[src/rtl/bp_pkg.sv]
// bp_pkg: shared encodings and BTB entry layout for the branch predictor.
// Latency: n/a (types and constants only).
// Backpressure: n/a.
// Contents: branch/jump/PCSrc encodings, ctr_t saturating-counter states,
//           btb_entry_t (valid, tag, target, ctr) sized from the default widths.
package bp_pkg;

  // Default geometry. The top-level parameters default to these values, and
  // btb_entry_t is laid out from them.
  localparam int BP_XLEN       = 32;
  localparam int BP_INDEX_BITS = 4;
  localparam int BP_TAG_BITS   = BP_XLEN - BP_INDEX_BITS - 2;

  // branchE encodings
  localparam logic [2:0] GENERAL_JUMP = 3'b000;
  localparam logic [2:0] BEQ          = 3'b001;
  localparam logic [2:0] BNE          = 3'b010;

  // jumpE encodings
  localparam logic [1:0] JUMP_NONE = 2'b00;
  localparam logic [1:0] JAL       = 2'b01;
  localparam logic [1:0] JALR      = 2'b10;

  // PCSrcE encodings
  localparam logic [1:0] PC_PLUS4  = 2'b00;
  localparam logic [1:0] PC_TARGET = 2'b01;
  localparam logic [1:0] PC_JALR   = 2'b10;

  typedef enum logic [1:0] {
    STRONG_NT = 2'b00,
    WEAK_NT   = 2'b01,
    WEAK_T    = 2'b10,
    STRONG_T  = 2'b11
  } ctr_t;

  typedef struct packed {
    logic                   valid;
    logic [BP_TAG_BITS-1:0] tag;
    logic [BP_XLEN-1:0]     target;
    ctr_t                   ctr;
  } btb_entry_t;

endpackage

[src/rtl/bp_sat_counter.sv]
// bp_sat_counter: next state of a 2-bit saturating taken/not-taken counter.
// Latency: combinational.
// Backpressure: none.
// Ports: ctr_i current state, taken_i resolved direction, ctr_o next state.
module bp_sat_counter
  import bp_pkg::*;
(
  input  logic [1:0] ctr_i,
  input  logic       taken_i,
  output logic [1:0] ctr_o
);

  always_comb begin
    ctr_o = ctr_i;
    if (taken_i) begin
      if (ctr_i != STRONG_T) ctr_o = ctr_i + 2'd1;
    end else begin
      if (ctr_i != STRONG_NT) ctr_o = ctr_i - 2'd1;
    end
  end

endmodule

[src/rtl/branch_predictor_unit.sv]
// branch_predictor_unit: direct-mapped BTB + 2-bit counters; Fetch prediction, Execute redirect.
// Latency: Fetch lookup and Execute redirect are combinational; table/counters update at posedge.
// Backpressure: none; one resolution per cycle, upstream drops validE for stalls/bubbles.
// Ports: clk/rst (sync, active-high); pcF -> predTakenF/predTargetF;
//        validE, pcE, branchE, jumpE, PCSrcE, targetE, predTakenE, predTargetE
//        -> redirectE/redirectPCE; branchCount/mispredCount wrapping counters.
module branch_predictor_unit
  import bp_pkg::*;
#(
  parameter int INDEX_BITS = BP_INDEX_BITS,
  parameter int XLEN       = BP_XLEN
) (
  input  logic            clk,
  input  logic            rst,
  input  logic [XLEN-1:0] pcF,
  output logic            predTakenF,
  output logic [XLEN-1:0] predTargetF,
  input  logic            validE,
  input  logic [XLEN-1:0] pcE,
  input  logic [2:0]      branchE,
  input  logic [1:0]      jumpE,
  input  logic [1:0]      PCSrcE,
  input  logic [XLEN-1:0] targetE,
  input  logic            predTakenE,
  input  logic [XLEN-1:0] predTargetE,
  output logic            redirectE,
  output logic [XLEN-1:0] redirectPCE,
  output logic [31:0]     branchCount,
  output logic [31:0]     mispredCount
);

  localparam int TAG_BITS = XLEN - INDEX_BITS - 2;
  localparam int ENTRIES  = 2 ** INDEX_BITS;

  btb_entry_t btb_q [ENTRIES];
  logic [31:0] branch_cnt_q, branch_cnt_d;
  logic [31:0] mispred_cnt_q, mispred_cnt_d;

  // ---------------- Fetch lookup (reads pre-edge table state) ----------------
  logic [INDEX_BITS-1:0] idx_f;
  logic [TAG_BITS-1:0]   tag_f;
  btb_entry_t            entry_f;
  logic                  hit_f;

  assign idx_f   = pcF[INDEX_BITS+1:2];
  assign tag_f   = pcF[XLEN-1:INDEX_BITS+2];
  assign entry_f = btb_q[idx_f];
  assign hit_f   = entry_f.valid && (entry_f.tag == tag_f);

  assign predTakenF  = hit_f && entry_f.ctr[1];
  assign predTargetF = predTakenF ? entry_f.target : pcF + XLEN'(4);

  // ---------------- Execute resolution ----------------
  logic is_cond, is_jal, is_jalr, is_none, active, actual_taken, mispred;

  assign is_cond      = (branchE == BEQ) || (branchE == BNE);
  assign is_jal       = (jumpE == JAL);
  assign is_jalr      = (jumpE == JALR);
  assign is_none      = (branchE == GENERAL_JUMP) && (jumpE == JUMP_NONE);
  assign active       = validE && !is_none && (is_cond || is_jal || is_jalr);
  assign actual_taken = (PCSrcE != PC_PLUS4);

  // JALR is never allocated, so it only escapes a redirect if the carried
  // prediction happens to be taken with the exact resolved target.
  always_comb begin
    mispred = 1'b0;
    if (is_jalr) begin
      mispred = !predTakenE || (predTargetE != targetE);
    end else begin
      mispred = (predTakenE != actual_taken) ||
                (actual_taken && (predTargetE != targetE));
    end
  end

  assign redirectE   = active && mispred;
  assign redirectPCE = actual_taken ? targetE : pcE + XLEN'(4);

  // ---------------- Table update ----------------
  logic [INDEX_BITS-1:0] idx_e;
  logic [TAG_BITS-1:0]   tag_e;
  btb_entry_t            entry_e, upd_entry;
  logic                  hit_e, upd_active, upd_en;
  logic [1:0]            ctr_next;

  assign idx_e      = pcE[INDEX_BITS+1:2];
  assign tag_e      = pcE[XLEN-1:INDEX_BITS+2];
  assign entry_e    = btb_q[idx_e];
  assign hit_e      = entry_e.valid && (entry_e.tag == tag_e);
  assign upd_active = active && !is_jalr;

  bp_sat_counter u_sat (
    .ctr_i   (entry_e.ctr),
    .taken_i (actual_taken),
    .ctr_o   (ctr_next)
  );

  always_comb begin
    upd_en    = 1'b0;
    upd_entry = entry_e;
    if (upd_active) begin
      if (hit_e) begin
        upd_en        = 1'b1;
        upd_entry.ctr = ctr_t'(ctr_next);
        if (actual_taken) upd_entry.target = targetE;
      end else if (actual_taken) begin
        // Taken miss evicts whatever aliases to this index.
        upd_en    = 1'b1;
        upd_entry = '{valid: 1'b1, tag: tag_e, target: targetE, ctr: WEAK_T};
      end
    end
  end

  assign branch_cnt_d  = branch_cnt_q + {31'd0, active};
  assign mispred_cnt_d = mispred_cnt_q + {31'd0, redirectE};

  always_ff @(posedge clk) begin
    if (rst) begin
      for (int i = 0; i < ENTRIES; i++) begin
        btb_q[i] <= '{valid: 1'b0, tag: '0, target: '0, ctr: WEAK_NT};
      end
      branch_cnt_q  <= '0;
      mispred_cnt_q <= '0;
    end else begin
      if (upd_en) btb_q[idx_e] <= upd_entry;
      branch_cnt_q  <= branch_cnt_d;
      mispred_cnt_q <= mispred_cnt_d;
    end
  end

  assign branchCount  = branch_cnt_q;
  assign mispredCount = mispred_cnt_q;

endmodule
[config.mk]
export PLATFORM = sky130hd
export DESIGN_NAME = branch_predictor_unit
export DESIGN_NICKNAME = d
export VERILOG_FILES = /design/src/rtl/bp_pkg.sv /design/src/rtl/bp_sat_counter.sv /design/src/rtl/branch_predictor_unit.sv
export SDC_FILE = /design/constraint.sdc
export NUM_CORES = 2
export LEC_CHECK = 0
export CORE_UTILIZATION = 57
export CTS_BUF_LIST = sky130_fd_sc_hd__clkbuf_4 sky130_fd_sc_hd__clkbuf_8
export DETAILED_ROUTE_END_ITERATION = 6
export MAX_ROUTING_LAYER = met4
export PLACE_DENSITY = 0.87
export SETUP_SLACK_MARGIN = 0.02
export SLEW_MARGIN = 20
export SYNTH_ARGS = -nofsm -noshare
export SYNTH_HDL_FRONTEND = slang
export SYNTH_HIERARCHICAL = 1
export SYNTH_SLANG_ARGS = --single-unit
[constraint.sdc]
create_clock -name clk -period 6.3 [get_ports clk]
set_clock_uncertainty 0.2 [all_clocks]
set_input_delay 0.945 -clock clk [delete_from_list [all_inputs] [get_ports clk]]
set_output_delay 0.945 -clock clk [all_outputs]
set_load 0.1 [all_outputs]
==> results.cfg <==
[yosys]
synth.top_cell.area_share_pct = 52.3
post-synth-top-count-cell = edfxtp_1
ys_warn_count = 6
synth_top_cell_by_area = edfxtp_1
synth_nets = 4177
synth_area_sq_um = 56000
synth_ff_type = edfxtp_1
synthTopCellsByArea = edfxtp_1 52%, mux4_2 22%, nor2_1 4.5%
async_flop_share_pct = 0
synth_edf_count = 976
synth_area_per_cell_sq_um = 13.9
ys_seq_area_share_pct = 54.6
synth_cell_types = 74
synthCells = 4029
synth_commonest_cells = 976 x edfxtp_1, 676 x nor2_1, 553 x mux4_2, 321 x a21oi_1, 248 x clkbuf_1
ys_seq_elements = 1040

[placement]
io_buffer_count = 268
dp_cells = 5421
place_hpwl_microns = 133000
place.gp.congestion = 1.01

[worst_hold_path]
hold_depth = 2
worstHoldStart = branchCount[14]
hp-class = reg -> reg
worstHoldEndpoint = branchCount[14]

[routing]
drt-met1-wl_microns = 60600
dr.pass1.iters = 7
routed_wl_microns = 211000
dr_wl_met2_microns = 89800
routed.top_layer = met4
ant_nets = 0
drt-initial-drc-count = 8209
viasPerCell = 7.47
route.met3.wl_microns = 41600
drc = 85
wl_per_cell_microns = 36.8
via_count = 42800

[pwr]
swShare_pct = 28.9
p_sw_mw = 4.75
ir_worst_vdd_mv = 0.180
p_leak_nw = 22.6
power.share.sequential_pct = 48.2
power_frac_clock_pct = 34.6
p_per_area_nw_per_um2 = 253
pwr-share-comb_pct = 17.2
p_int_mw = 11.7

[critical_path]
worstReg2RegStart = btb_q[0][34]
cp-end-kind = primary output
reg2reg_depth = 12
cp-startpoint = pcF[2]
r2r_end = btb_q[4][34]
rrSetupSlack_ps = 1640
startpoint_type = primary input
required_ps = 5150
path_class = in -> out
cp_max_fo = 55
crit_arrival_ps = 4770

[timing]
timing.final.crit_share_pct = 93.9
slew_headroom_pct = 19.8
max_freq_ghz = 0.169
final.min_clock_period_ps = 5910
tightestPinTransition_ps = 1190
rsz0062_at_grt = no
drv_slew = 0
finalSetupViolations = 0
hold_viol = 0
setup_tns_ps = 0

[clock_tree]
clkSinkCount = 1040
cts_tree = done
clk_latency_ps = 900
h-tree-depth = 4
cts_hold_buf = 0
ctsResizeCount = 0
cts_buffer_depth = 3
clk_pin_slew_worst_paths_ps = 60
cts_setup_buffers = 0
clockRootBuffer = clkbuf_8
cts_made_buffers = 162

[grt]
grt_overflow = 0
grtUsageTotal_pct = 43.9
grt_antenna_before_repair = 17
grt_max_degree = 81
grt_pass1_wl_microns = 297000
grt_pass1_vias = 42900

[die]
die_area_sq_um = 99500
rows = 114
start_util_pct = 57.8
die_h_microns = 315
die_w_microns = 315
core-area_sq_um = 97000
num_io_pins = 269

[finish]
fill_cells = 6308
nets = 4457
syn_to_final_growth_pct = 16.0
final_cells = 5728
layout-drive-gt1-share_pct = 27.6

[outcome]
violations = design-rule violations
outcome = complete, but fails checks

[run]
maxCapViolCount = 0
-- how the worst max path moves through the flow --
stage	endpoint	slack, ps	cells after the start
floorplan	redirectPCE[31]	110	14
global placement	predTargetF[23]	350	13
detailed placement	predTargetF[13]	340	11
CTS	predTargetF[10]	310	13
global route	predTargetF[29]	100	13
finish	predTargetF[24]	390	13
-- stage by stage --
step	cell area (sq um)	total power [mW]	utilization, %	hold WS [ps]	setup WS [ps]
after floorplan	56000	9.67	-	753	114
after global placement	61800	10.7	63.7	283	351
after detailed placement	61800	10.8	63.7	303	336
after CTS	64900	16.2	66.9	312	310
after global routing	65000	16.7	67.0	353	101
final	65000	16.4	67.0	316	386
-- cells by family after synthesis --
kind of cell / after synthesis / share of synthesized area (%)
buf+inv: 429 / 3.15
xor+xnor: 200 / 3.13
compound gates: 494 / 4.89
mux: 695 / 24.9
simple gates: 1160 / 9.11
flops: 1040 / 54.6
fa+ha+maj: 11 / 0.241
-- sequential cells by signal, summed over array words and instances, names as in the netlist --
| register | cells |
|---|---|
| branchCount | 32 |
| btb_q | 976 |
| mispredCount | 32 |
-- critical path, stage by stage --
cell and delay [ps]:
buf_12 350, buf_4 360, mux4_2 530, nor2b_1 150, a211oi_1 300, a21oi_1 200
xnor2_1 320, nand4_1 140, nor4_1 360, nand2_2 70, buf_4 300, mux2_2 390
buf_12 170
-- layout make-up --
type	count	area [sq um]	share of cell area (%)
Sequential cell	1040	30600	47.1
Multi-Input combinational cell	2560	24000	37.0
Timing Repair Buffer	498	5440	8.37
Clock buffer	223	2700	4.16
Tap cell	1276	1600	2.46
Clock inverter	60	378	0.582
Inverter	47	179	0.275
Antenna cell	24	60.1	0.0924
-- metal layers --
metal	vias up	track usage [%]
li1	16200	-
met1	20500	49.5
met2	4726	60.8
met3	1367	21.1
met4	0	31.6
met5	-	-
-- power groups by stage --
stage               Combinational (mW)  Clock, mW  Sequential (mW)
CTS                               2.70       5.61             7.92
global placement                  2.65          0             8.03
floorplan                         1.63          0             8.04
finish                            2.83       5.68             7.93
global route                      2.85       5.89             7.95
detailed placement                2.69          0             8.06
-- cell usage in the layout (no fill, tap or decap), types with 12 or more instances in the layout --
master	synthesis	layout
clkbuf_8	0	164
nand2_4	0	16
nand3_2	18	18
clkinv_1	3	38
clkbuf_4	0	59
a22oi_1	13	13
mux4_2	553	553
buf_12	0	95
nor4_1	15	12
nand4_1	30	30
o21ai_1	31	22
nor3_1	107	107
dfxtp_1	64	64
a21oi_1	321	321
nand2_1	143	126
buf_4	11	203
nand3_1	71	70
o21ai_4	0	15
nand2b_1	23	23
mux2_2	40	40
mux2i_1	102	101
nor2_1	676	675
diode_2	0	24
o21ai_0	57	47
and3_1	30	30
xnor2_1	129	129
xor2_1	71	71
inv_1	43	43
edfxtp_1	976	976
clkdlybuf4s50_1	0	195
(Power assumes the default switching activity.)
